===== config.mk =====
export PLATFORM = sky130hd
export DESIGN_NAME = stepper_phase_driver
export DESIGN_NICKNAME = d
export VERILOG_FILES = /design/src/rtl/stepper_phase_driver.sv
export SDC_FILE = /design/constraint.sdc
export NUM_CORES = 1
export LEC_CHECK = 0
export CAP_MARGIN = 40
export CORE_MARGIN = 3
export CORE_UTILIZATION = 55
export DETAILED_ROUTE_END_ITERATION = 7
export PLACE_DENSITY = 0.79
export SYNTH_ARGS = -nofsm -noshare
export SYNTH_HDL_FRONTEND = slang
export SYNTH_SLANG_ARGS = --single-unit

===== constraint.sdc =====
create_clock -name clk -period 3.95 [get_ports clk]
set_clock_uncertainty 0.15 [all_clocks]
set_input_delay 0.79 -clock clk [delete_from_list [all_inputs] [get_ports clk]]
set_output_delay 0.79 -clock clk [all_outputs]
set_load 0.02 [all_outputs]

===== src/rtl/stepper_phase_driver.sv =====
// Stepper phase driver: turns a gated step-pulse stream into the 4-phase
// unipolar coil pattern and tracks shaft position in half-steps modulo one
// revolution, pulsing revPulse on every wrap in either direction.
module stepper_phase_driver #(
    parameter int HALF_STEPS_PER_REV = 400,
    parameter int POS_W              = 9
) (
    input  logic             clk,
    input  logic             rst,
    input  logic             stepIn,
    input  logic             dir,
    input  logic             fullStepMode,
    input  logic             enable,
    output logic [3:0]       coilOut,
    output logic [POS_W-1:0] position,
    output logic             revPulse,
    output logic             stepAck
);

    // Position math is one bit wider so pos+delta and pos+REV-delta never overflow.
    localparam logic [POS_W:0] REV = (POS_W+1)'(HALF_STEPS_PER_REV);

    logic             stepInD;
    logic [2:0]       phase;

    logic             stepEdge;
    logic             accept;
    logic [2:0]       phaseDelta;
    logic [POS_W:0]   delta;
    logic [POS_W:0]   posExt;
    logic [POS_W:0]   posSum;
    logic [2:0]       nextPhase;
    logic [POS_W:0]   nextPos;
    logic             wrap;

    // Coil pattern for each phase index; odd indices are the two-coil full steps.
    function automatic logic [3:0] phaseToCoil(input logic [2:0] p);
        logic [3:0] c;
        case (p)
            3'd0:    c = 4'b1000;
            3'd1:    c = 4'b1100;
            3'd2:    c = 4'b0100;
            3'd3:    c = 4'b0110;
            3'd4:    c = 4'b0010;
            3'd5:    c = 4'b0011;
            3'd6:    c = 4'b0001;
            3'd7:    c = 4'b1001;
            default: c = 4'b0000;
        endcase
        return c;
    endfunction

    // Next phase/position for an accepted step; an even phase in full-step mode
    // takes a single half-step onto the adjacent odd entry to realign.
    always_comb begin
        stepEdge   = stepIn & ~stepInD;
        accept     = stepEdge & enable;
        phaseDelta = (fullStepMode && phase[0]) ? 3'd2 : 3'd1;
        delta      = (POS_W+1)'(phaseDelta);
        posExt     = {1'b0, position};
        posSum     = posExt + delta;
        nextPhase  = phase;
        nextPos    = posExt;
        wrap       = 1'b0;
        if (accept) begin
            if (dir) begin
                nextPhase = phase + phaseDelta;
                if (posSum >= REV) begin
                    nextPos = posSum - REV;
                    wrap    = 1'b1;
                end else begin
                    nextPos = posSum;
                end
            end else begin
                nextPhase = phase - phaseDelta;
                if (posExt < delta) begin
                    nextPos = posExt + REV - delta;
                    wrap    = 1'b1;
                end else begin
                    nextPos = posExt - delta;
                end
            end
        end
    end

    // State and registered outputs; the edge detector keeps tracking while disabled.
    always_ff @(posedge clk) begin
        if (rst) begin
            stepInD  <= 1'b0;
            phase    <= 3'd0;
            position <= '0;
            coilOut  <= 4'b0000;
            revPulse <= 1'b0;
            stepAck  <= 1'b0;
        end else begin
            stepInD  <= stepIn;
            phase    <= nextPhase;
            position <= nextPos[POS_W-1:0];
            coilOut  <= enable ? phaseToCoil(nextPhase) : 4'b0000;
            revPulse <= wrap;
            stepAck  <= accept;
        end
    end

endmodule


==> results of run 1 <==
state kept, by name, indices dropped and copies added, names as in the netlist:
register	cells
coilOut	4
stepInD	1
revPulse	1
stepAck	1
phase	3
position	9
cells in the final DEF (no fill, tap or decap), types with 4 or more instances in the layout:
cell type and n:
mux2i_1 5, inv_1 16, nor2b_1 6, clkdlybuf4s50_1 20, xnor2_1 10, nand2_1 13
ha_1 21, nand4_1 4, fa_1 4, a211oi_1 5, nor2_1 19, nor3_1 7
a21oi_1 11, buf_4 4, dfxtp_1 19, o21ai_0 9
kinds of logic after synthesis:
group | Yosys count | share of synthesized area
buffers and inverters | 25 | 0.07466
AOI/OAI and AO/OA | 47 | 0.1989
adders and majority gates | 25 | 0.1967
DFF | 19 | 0.2182
xor gates and xnor gates | 14 | 0.07466
and+or+nand+nor | 66 | 0.2017
muxes | 6 | 0.03518
worst reg2reg max path, cell delays in order, from the launching register on:
cell	delay [ns]
dfxtp_1	0.35
nand2_1	0.14
ha_1	0.19
inv_1	0.07
fa_1	0.39
nor2b_1	0.21
xnor2_1	0.22
ha_1	0.22
nand4_1	0.10
o311a_1	0.35
o32ai_4	0.35
nor2_1	0.09
a211o_1	0.22
through the flow:
step	cell area [um2]	cells	utilization
2_1_floorplan	1743	202	-
5_1_grt	1988	264	0.6912
6_report	1988	264	0.6912
3_5_place_dp	1962	260	0.6820
3_3_place_gp	1962	260	0.6820
4_1_cts	1988	264	0.6912
metal layers:
metal	part of all wire	GRT usage	vias up
met4	0.018	0.07163	0
met2	0.51	0.4234	48
met5	0	0	-
met3	0.049	0.04144	10
li1	-	-	762
met1	0.42	0.2731	758
layout make-up:
cell class                 instances  share of cell area
multi-input combinational        158              0.6199
sequential                        19              0.1913
timing repair buffer              24              0.1158
inverter                          17             0.03335
tap                               42             0.02643
clock buffer                       4             0.01322
power by group through the flow:
stage	Clock [mW]	Sequential, mW	Combinational (mW)
2_1_floorplan	0	0.232	0.172
3_3_place_gp	0	0.225	0.236
3_5_place_dp	0	0.227	0.245
4_1_cts	0.106	0.222	0.247
5_1_grt	0.113	0.225	0.275
6_report	0.107	0.223	0.248
final timing paths:
check,endpoint,slack [ns]
setup / recovery,position[5],0.27
hold / removal,position[1],0.38
setup reg to reg,position[5],0.80
hold reg to reg,position[1],0.38
==> metrics.md, run 1 <==
| Metric | Value |
|---|---|
| Status | finished, final reports clean |
| H-tree levels | 1 |
| Cell depth of the worst hold path | 2 |
| Longest Clk Path Bufs | 2 |
| Cells along the critical path | clkdlybuf4s50_1 > nand2_1 > ha_1 > inv_1 > fa_1 > nor2b_1 > xnor2_1 > ha_1 > nand4_1 > o311a_1 > o32ai_4 > nor2_1 > a211o_1 |
| Area taken by multi-input logic gates | about 1200 um2 |
| Switching portion of total power | 0.3879 |
| Hold/Removal Path Class | reg -> reg |
| Fin Setup TNS | 0 ns |
| Highest Clock Rate | 0.2716 GHz |
| Final worst slack | around 0.27 ns |
| Max Cap Viol | 0 |
| Worst Path Arrival | roughly 3.8 ns |
| Die Ht | ~62 um |
| Place WS | -0.05378 ns |
| Least-Margin Pin Slew | about 0.6 ns |
| Post-synth top cells | ha_1 (21), dfxtp_1 (19), nor2_1 (19), inv_1 (16), nand2_1 (13) |
| Mean Syn Cell Area | 8.628 um2 |
| # clock sinks | 19 |
| Power consumption | between 0.5 and 0.6 mW |
| Final wirelength | ~4300 um |
| Pint | ~0.35 mW |
| CTS tree | done |
| Max incr delay on CP | 0.41 ns |
| Ranking of synthesized cells by area | dfxtp_1 (22%), ha_1 (15%), xnor2_1 (5.0%) |
| Worst-path clk slew | roughly 0.12 ns |
| Switch Pwr | 0.2239 mW |
| Post-synth top area cell | dfxtp_1 |
| Critical path's most frequent cell | ha_1 |
| Via count | 1,578 |
| # DRC | 0 |
| Unrepaired setup endpoints after global routing | no |
| Async S/R FF share, synth | 0 |
| FP Rows | 19 |
| Crit share post-route | 0.9321 |
| Root buffer selected by CTS | clkbuf_4 |
| CP Class | in -> reg |
| Largest net degree at the start of global routing | 18 |
| Vias in the first global route | 1,591 |
| Flops & latches, synth | 19 |
| Routability cong. | 0.9058 |
| WP buf/inv | 2 |
| Post-synthesis instance total | 202 |
| Gr usage total | 0.2315 |
| Reg area | 380.4 um2 |
| CP startpoint kind | primary input |
| Iter 0 DRT Violations | 100 |
| Initial antenna violation count | 0 |
| Number of flops mapped to enable cells by yosys | 0 |
| Seq/Total Area, Yosys | 0.2182 |
| Synthesized area | between 1500 and 2000 um2 |
| Max-slew violations | 0 |
| Crit. Startpoint | fullStepMode |
| Die Wd | around 62 um |
| Reg2Reg Launch Point | phase[0] |
| Ys flop type | dfxtp_1 |
| Starting Density | 0.6059 |
| Global-route wire length before repair | 7300 um |
| Max IR drop VDD | between 0.15 and 0.2 mV |
| Nets | between 200 and 300 |
| Drt via density | 5.977 |
| Hold_buf cts | 0 |
| Setup violations, final | 0 |
| Cts repair resizes | 0 |
| Die footprint | around 3900 um2 |
| Post-CTS Setup Inserts | 0 |
| Critical Path Stages | 13 |
| Comb pwr share | 0.429 |
| Sequential Power Share | 0.386 |
| Antenna fix cells | 0 |
| Minimum clock period | roughly 3.7 ns |
| HPWL after DPL | between 3000 and 4000 um |
| Synth top area share | 0.2182 |
| Hold violation total from the final report | 0 |
| Crit-path slowest cell | clkdlybuf4s50_1 |
| Worst skew pair latency | 0.31 ns |
| Number of buffers created by CTS | 3 |
| Wire per inst | 16.13 um |
| HP Start | position[1] |
| Synth warn | 0 |
| CP required | roughly 4.0 ns |
| Leakage power | between 0.7 and 0.8 nW |
| Crit Path Max Fanout | 7 |
| Clk pwr share | 0.185 |
| Synth unique cells | 48 |
| Critical Path Sink Type | flop |
| I/O pin cnt | 21 |
| Fillers | 245 |
| Top delay family on crit path | compound AO/OA/AOI/OAI gates |
| Area of the core | about 2900 um2 |
| Worst Reg2Reg Path Length in Cells | 12 |
| Power per cell area | roughly 290 nW/um2 |
| Syn-to-layout area delta | 14.07% |
| Fin Hold WS | between 0.3 and 0.4 ns |
| Count leader, synth | ha_1 |
| DRT antenna net count | 0 |
| Gr ovfl total | 0 |
| Port bufs | 20 |
| First-pass detailed-route iteration total | 4 |
| Syn nets | between 200 and 250 |
| Layout cells sized above 1 | 0.06757 |
| Rel. slew slack | 0.5902 |
Note: power is estimated with default switching activity, not from simulation.
==> run 2: changes to the inputs <==
--- a/config.mk
+++ b/config.mk
@@ -6,9 +6,10 @@
 export NUM_CORES = 1
 export LEC_CHECK = 0
 export CAP_MARGIN = 40
-export CORE_MARGIN = 3
+export CORE_MARGIN = 2
 export CORE_UTILIZATION = 55
 export DETAILED_ROUTE_END_ITERATION = 7
+export GPL_TIMING_DRIVEN = 0
 export PLACE_DENSITY = 0.79
 export SYNTH_ARGS = -nofsm -noshare
 export SYNTH_HDL_FRONTEND = slang
==> run 2 against run 1 <==
  * Fmax is 3.5% lower
  * Cell count rose by 2.7%
  * Die area down 6.3%
  * First-iteration DRC count is 7.0% higher
  * Worst hold slack improved by 0.0099 ns
  * Sequential share of layout area down 0.46 points
  * Non-clock buffer count increased by 5
  * Register-to-register slack lost 0.09 ns
  * Clock-buffer cell count did not move
  * Largest cell class unchanged
==> metrics.md, run 2 (synthesis gave the netlist of run 1 again) <==
| Metric | Value |
|---|---|
| Drt via density | 5.801 (-3.0%) |
| Starting Density | 0.5756 (-0.03030) |
| CP startpoint kind | primary input |
| # DRC | 0 (unchanged) |
| WL met1 | 1905 um (+5.4%) |
| Max incr delay on CP | 0.44 ns (+0.03 ns) |
| HPWL after DPL | 3286 um (-0.68%) |
| Cells along the critical path | clkdlybuf4s50_1 > nand2_2 > ha_1 > inv_1 > fa_2 > nor2b_2 > xnor2_1 > ha_1 > nand4_1 > o311a_1 > o32ai_4 > nor2_1 > a211o_1 |
| Worst skew pair latency | 0.30 ns (about the same) |
| Critical Path Sink Type | flop |
| Port bufs | 19 (-5.0%) |
| Clk pwr share | 0.174 (-0.011) |
| Power per cell area | 284.2 nW/um2 (-2.1%) |
| Max-slew violations | 0 (unchanged) |
| Worst Reg2Reg Path Length in Cells | 12 (unchanged) |
| Initial antenna violation count | 0 (unchanged) |
| R2R Setup Slk | 0.71 ns (-0.09 ns) |
| Number of buffers created by CTS | 3 (unchanged) |
| Largest net degree at the start of global routing | 11 (-7) |
| Global-route wire length before repair | 6762 um (-7.4%) |
| Layout cells sized above 1 | 0.09251 (+0.02494) |
| Worst R2R End | position[5] |
| Post-route insts no fill | 271 (+2.7%) |
| Reg with most FFs | position |
| Highest Clock Rate | 0.2620 GHz (-3.5%) |
| Area taken by multi-input logic gates | 1240 um2 (+0.61%) |
| Syn-to-layout area delta | 16.87% |
| Minimum clock period | 3.816 ns (+0.1344 ns) |
| Crit Path Max Fanout | 7 (unchanged) |
| Reg2Reg Launch Point | phase[0] |
| Least-Margin Pin Slew | 0.5663 ns (-0.04648 ns) |
| Most frequent cells in the layout | ha_1 (21), nor2_1 (19), dfxtp_1 (19), clkdlybuf4s50_1 (19), inv_1 (16) |
| Final wirelength | 4238 um (-0.45%) |
| Max FFs per register | 9 (unchanged) |
| Crit. Startpoint | fullStepMode |
| Max Cap Viol | 0 (unchanged) |
| Rel. slew slack | 0.6225 (+0.03226) |
| Vias in the first global route | 1,556 (-2.2%) |
| Via count | 1,572 (-0.38%) |
| Die Ht | 60.30 um (-3.2%) |
| Worst Path Arrival | 3.86 ns (+0.11 ns) |
| CP required | 3.99 ns (-0.03 ns) |
| Comb pwr share | 0.449 (+0.020) |
| H-tree levels | 1 (unchanged) |
| End point of the critical path | position[5] |
| Leakage power | 0.8168 nW (+3.1%) |
| Gr usage total | 0.2523 (+0.02087) |
| I/O pin cnt | 21 (unchanged) |
| CTS tree | done |
| Antenna fix cells | 0 (unchanged) |
| Die Wd | 60.30 um (-3.2%) |
| WP buf/inv | 2 (unchanged) |
| Wire per inst | 15.64 um (-3.0%) |
| Area of the core | 3028 um2 (+5.3%) |
| Hold/Removal Path Class | reg -> reg |
| Most common cell after layout, fill and taps aside | ha_1 |
| # clock sinks | 19 (unchanged) |
| Hold violation total from the final report | 0 (unchanged) |
| Crit share post-route | 0.9661 (+0.03403) |
| Sequential Power Share | 0.377 (-0.009) |
| Worst-path clk slew | 0.10 ns (-0.02 ns) |
| Max IR drop VDD | 0.2273 mV (+34%) |
| CP Class | in -> reg |
| FP Rows | 20 (+1) |
| Setup violations, final | 0 (unchanged) |
| Hold_buf cts | 0 (unchanged) |
| Iter 0 DRT Violations | 107 (+7.0%) |
| Reg area | 380.4 um2 (unchanged) |
| DRT antenna net count | 0 (unchanged) |
| Crit-path slowest cell | clkdlybuf4s50_1 |
| Fillers | 255 (+4.1%) |
| Met3 Routed Length | 204 um (-1.9%) |
| Die footprint | 3635 um2 (-6.3%) |
| Switching portion of total power | 0.3847 (-0.003181) |
| First-pass detailed-route iteration total | 5 (+1) |
| WL met2 | 2070 um (-4.3%) |
| Fin Hold WS | 0.3870 ns (+0.009859 ns) |
| Top delay family on crit path | compound AO/OA/AOI/OAI gates |
| Gr ovfl total | 0 (unchanged) |
| Routability cong. | 0.9726 (+7.4%) |
| Longest Clk Path Bufs | 2 (unchanged) |
| Placed insts | 265 (+1.9%) |
| Root buffer selected by CTS | clkbuf_4 |
| Switch Pwr | 0.2227 mW (-0.55%) |
| Critical path's most frequent cell | ha_1 |
| Status | finished, final reports clean |
| Critical Path Stages | 13 (unchanged) |
| Nets | 259 (+2.0%) |
| Largest registers | position: 9 flops, coilOut: 4 flops, phase: 3 flops |
| Pint | 0.3562 mW (+0.79%) |
| Top sig layer | met4 |
## run 2: timing repair
action	CTS	global route
resized for setup	0	3
buffers inserted	0	2
setup endpoints to repair	0	5
## run 2: layout make-up
cell class | instances | area share
Multi-Input combinational cell | 158 | 0.6087
Sequential cell | 19 | 0.1867
Timing Repair Buffer | 21 | 0.1007
Inverter | 17 | 0.03256
Buffer | 8 | 0.03133
Tap cell | 44 | 0.02703
Clock buffer | 4 | 0.01290
## run 2: tightest hold or removal path, delay by kind of cell, from the launching register on
kind               cells  cell delay, ns
DFF                    1            0.37
AOI/OAI and AO/OA      1            0.05
and+or+nand+nor        1            0.08
## run 2: how the worst min path moves through the flow
stage / startpoint / end / slack [ns] / depth (start not counted)
3_3_place_gp: position[1] / position[1] / 0.35 / 2
6_report: position[1] / position[1] / 0.39 / 2
5_1_grt: position[1] / position[1] / 0.44 / 2
3_5_place_dp: position[1] / position[1] / 0.36 / 2
4_1_cts: position[1] / position[1] / 0.38 / 2
2_1_floorplan: position[1] / position[1] / 0.42 / 2
## run 2: power by group through the flow
stage | registers [mW] | logic, mW | clock network [mW]
global placement | 0.221 | 0.245 | 0
detailed placement | 0.222 | 0.254 | 0
global route | 0.220 | 0.283 | 0.112
finish | 0.218 | 0.260 | 0.101
CTS | 0.218 | 0.255 | 0.102
floorplan | 0.232 | 0.172 | 0
## run 2: per-stage QoR
step | area (um2) | util | setup WS (ns) | TNS (ns) | power (mW)
after global placement | 1988 | 0.6566 | -0.1844 | -0.7491 | 0.4657
after CTS | 2014 | 0.6653 | 0.04991 | 0 | 0.5750
after global routing | 2037 | 0.6727 | -0.01169 | -0.01169 | 0.6148
after floorplan | 1743 | - | 0.5391 | 0 | 0.4033
after detailed placement | 1988 | 0.6566 | -0.2718 | -1.141 | 0.4759
final | 2037 | 0.6727 | 0.1337 | 0 | 0.5789
## run 2: routing by layer
layer | global-route usage | up-vias
met5 | 0 | -
met4 | 0.1238 | 0
met3 | 0.05628 | 6
met2 | 0.4177 | 44
met1 | 0.3057 | 754
li1 | - | 768
==> run 3: changes to the inputs <==
--- a/config.mk
+++ b/config.mk
@@ -6,11 +6,13 @@
 export NUM_CORES = 1
 export LEC_CHECK = 0
 export CAP_MARGIN = 40
+export CELL_PAD_IN_SITES_DETAIL_PLACEMENT = 0
+export CELL_PAD_IN_SITES_GLOBAL_PLACEMENT = 2
 export CORE_MARGIN = 2
-export CORE_UTILIZATION = 55
+export CORE_UTILIZATION = 34
 export DETAILED_ROUTE_END_ITERATION = 7
 export GPL_TIMING_DRIVEN = 0
-export PLACE_DENSITY = 0.79
+export PLACE_DENSITY_LB_ADDON = 0.1
 export SYNTH_ARGS = -nofsm -noshare
 export SYNTH_HDL_FRONTEND = slang
 export SYNTH_SLANG_ARGS = --single-unit
==> run 3 against run 2 <==
  * First-iteration DRC count fell by 34%
  * Power rose by 6.6%
  * Non-clock buffer count fell by 2
  * Core utilization fell by 26 points
  * Sequential power barely moved
  * Fmax fell by 0.17%
  * Global-route usage fell by 8.1 points
  * Via count fell by 3.3%
  * Worst hold slack improved by 0.0013 ns
  * Worst setup slack got worse by 0.0067 ns
  * Largest power group unchanged
  * Highest routed layer unchanged
==> metrics.md, run 3 (synthesis gave the netlist of run 1 again) <==
| Metric | Value |
|---|---|
| Status | finished, final reports clean |
| Root buffer selected by CTS | clkbuf_8 |
| Via count | 1,520 (-3.3%) |
| Die Ht | 75.60 um (+25%) |
| I/O pin cnt | 21 (unchanged) |
| HPWL after DPL | 3623 um (+10%) |
| Least-Margin Pin Slew | 0.5511 ns (-0.01520 ns) |
| Worst-path clk slew | 0.07 ns (-0.03 ns) |
| Global-route wire length before repair | 7327 um (+8.4%) |
| CTS tree | done |
| Die footprint | 5715 um2 (+57%) |
| Max Cap Viol | 0 (unchanged) |
| Layout cells sized above 1 | 0.08889 (-0.003622) |
| Routability cong. | 0.8539 (-12%) |
| Worst skew pair latency | 0.26 ns (-0.04 ns) |
| Antenna fix cells | 0 (unchanged) |
| CP Class | in -> reg |
| Die Wd | 75.60 um (+25%) |
| Clk pwr share | 0.223 (+0.049) |
| Rel. slew slack | 0.6326 (+0.01014) |
| Syn-to-layout area delta | 19.31% |
| Leakage power | 0.8237 nW (+0.85%) |
| Unrepaired setup endpoints after global routing | no |
| Drt via density | 5.153 (-11%) |
| Wire per inst | 15.60 um (-0.22%) |
| Minimum clock period | 3.823 ns (+0.006682 ns) |
| Hold violation total from the final report | 0 (unchanged) |
| Max FFs per register | 9 (unchanged) |
| CP required | 3.95 ns (-0.04 ns) |
| Initial antenna violation count | 0 (unchanged) |
| Fin Hold WS | 0.3882 ns (+0.001288 ns) |
| Iter 0 DRT Violations | 71 (-34%) |
| Place WS | -0.3091 ns (-0.03724 ns) |
| Largest registers | position: 9 flops, coilOut: 4 flops, phase: 3 flops |
| Hold/Removal Path Class | reg -> reg |
| Final wirelength | 4603 um (+8.6%) |
| Power consumption | 0.6171 mW (+6.6%) |
| H-tree levels | 1 (unchanged) |
| Pint | 0.3861 mW (+8.4%) |
| Switching portion of total power | 0.3744 (-0.01034) |
| DRT antenna net count | 0 (unchanged) |
| # clock sinks | 19 (unchanged) |
| Starting Density | 0.3479 (-0.2277) |
| Highest Clock Rate | 0.2616 GHz (-0.17%) |
| Final worst slack | 0.1270 ns (-0.006682 ns) |
| Crit share post-route | 0.9678 (+0.001692) |
| Max IR drop VDD | 0.1340 mV (-41%) |
| FP Rows | 26 (+30%) |
| Largest net degree at the start of global routing | 12 (+1) |
| Port bufs | 19 (unchanged) |
| Most frequent cells in the layout | ha_1 (21), nor2_1 (19), dfxtp_1 (19), clkdlybuf4s50_1 (19), inv_1 (16) |
| Number of buffers created by CTS | 3 (unchanged) |
| Critical Path Sink Type | flop |
| Fin area | 2079 um2 (+2.1%) |
| Sequential Power Share | 0.353 (-0.024) |
| Power per cell area | 296.8 nW/um2 (+4.4%) |
| First-pass detailed-route iteration total | 4 (-1) |
| Dpl cell area | 2021 um2 (+1.6%) |
| Hold_buf cts | 0 (unchanged) |
| Nets | 257 (-0.77%) |
| Comb pwr share | 0.423 (-0.026) |
| CP startpoint kind | primary input |
| Setup violations, final | 0 (unchanged) |
| # DRC | 0 (unchanged) |
| Worst Path Arrival | 3.82 ns (-0.04 ns) |
| Max-slew violations | 0 (unchanged) |
| Gr usage total | 0.1711 (-0.08126) |
| Gr ovfl total | 0 (unchanged) |
| Post-CTS Setup Inserts | 0 (unchanged) |
| Reg with most FFs | position |
| Switch Pwr | 0.2310 mW (+3.7%) |
| Crit Path Max Fanout | 7 (unchanged) |
| Most common cell after layout, fill and taps aside | ha_1 |
| Vias in the first global route | 1,450 (-6.8%) |
| Longest Clk Path Bufs | 2 (unchanged) |
| Area of the core | 5010 um2 (+65%) |
-- run 3: worst paths after layout --
check	from	end	slack [ns]	cells past startpoint
min reg2reg	position[1]	position[1]	0.39	2
max reg2reg	phase[0]	position[5]	0.77	12
min	position[1]	position[1]	0.39	2
max	fullStepMode	position[5]	0.13	13
-- run 3: power groups by stage --
stage | sequential (mW) | combinational, mW | clock [mW]
2_1_floorplan | 0.232 | 0.172 | 0
3_3_place_gp | 0.222 | 0.254 | 0
3_5_place_dp | 0.222 | 0.258 | 0
4_1_cts | 0.218 | 0.259 | 0.146
5_1_grt | 0.220 | 0.288 | 0.155
6_report | 0.218 | 0.261 | 0.138
-- run 3: critical path: stages --
cell             delay (ns)
clkdlybuf4s50_1        0.46
nand2_4                0.13
ha_1                   0.18
inv_1                  0.07
fa_2                   0.40
nor2b_2                0.17
xnor2_1                0.22
ha_1                   0.23
nand4_1                0.09
o311a_1                0.36
o32ai_4                0.41
nor2_1                 0.09
a211o_1                0.22
-- run 3: final cells by class --
type                       instances  area (um2)
sequential                        19       380.4
fill                             547        2930
buffer                             8       63.81
tap                               70       87.58
clock buffer                       3       41.29
inverter                          17       66.31
timing repair buffer              19       190.2
clock inverter                     1       5.005
multi-input combinational        158        1245
-- run 3: per-layer routing --
layer  part of all wire  vias up  wire (um)  GRT usage
met5                  0        -          0          0
met4             0.0041        0         19    0.03704
met3              0.022        2        102    0.02778
met2               0.46       22       2109     0.2715
met1               0.52      730       2372     0.2446
li1                   -      766          -          -
-- run 3: what timing repair did --
| action | 4_1_cts | 5_1_grt |
|---|---|---|
| pin swaps | 0 | 1 |
| resized for setup | 1 | 3 |
| setup endpoints to repair | 3 | 5 |
-- run 3: per-stage QoR --
stage | cells | TNS, ns | util
floorplan | 202 | 0 | -
global placement | 291 | -1.125 | 0.4033
detailed placement | 291 | -1.382 | 0.4033
CTS | 295 | 0 | 0.4131
global route | 295 | 0 | 0.4151
finish | 295 | 0 | 0.4151
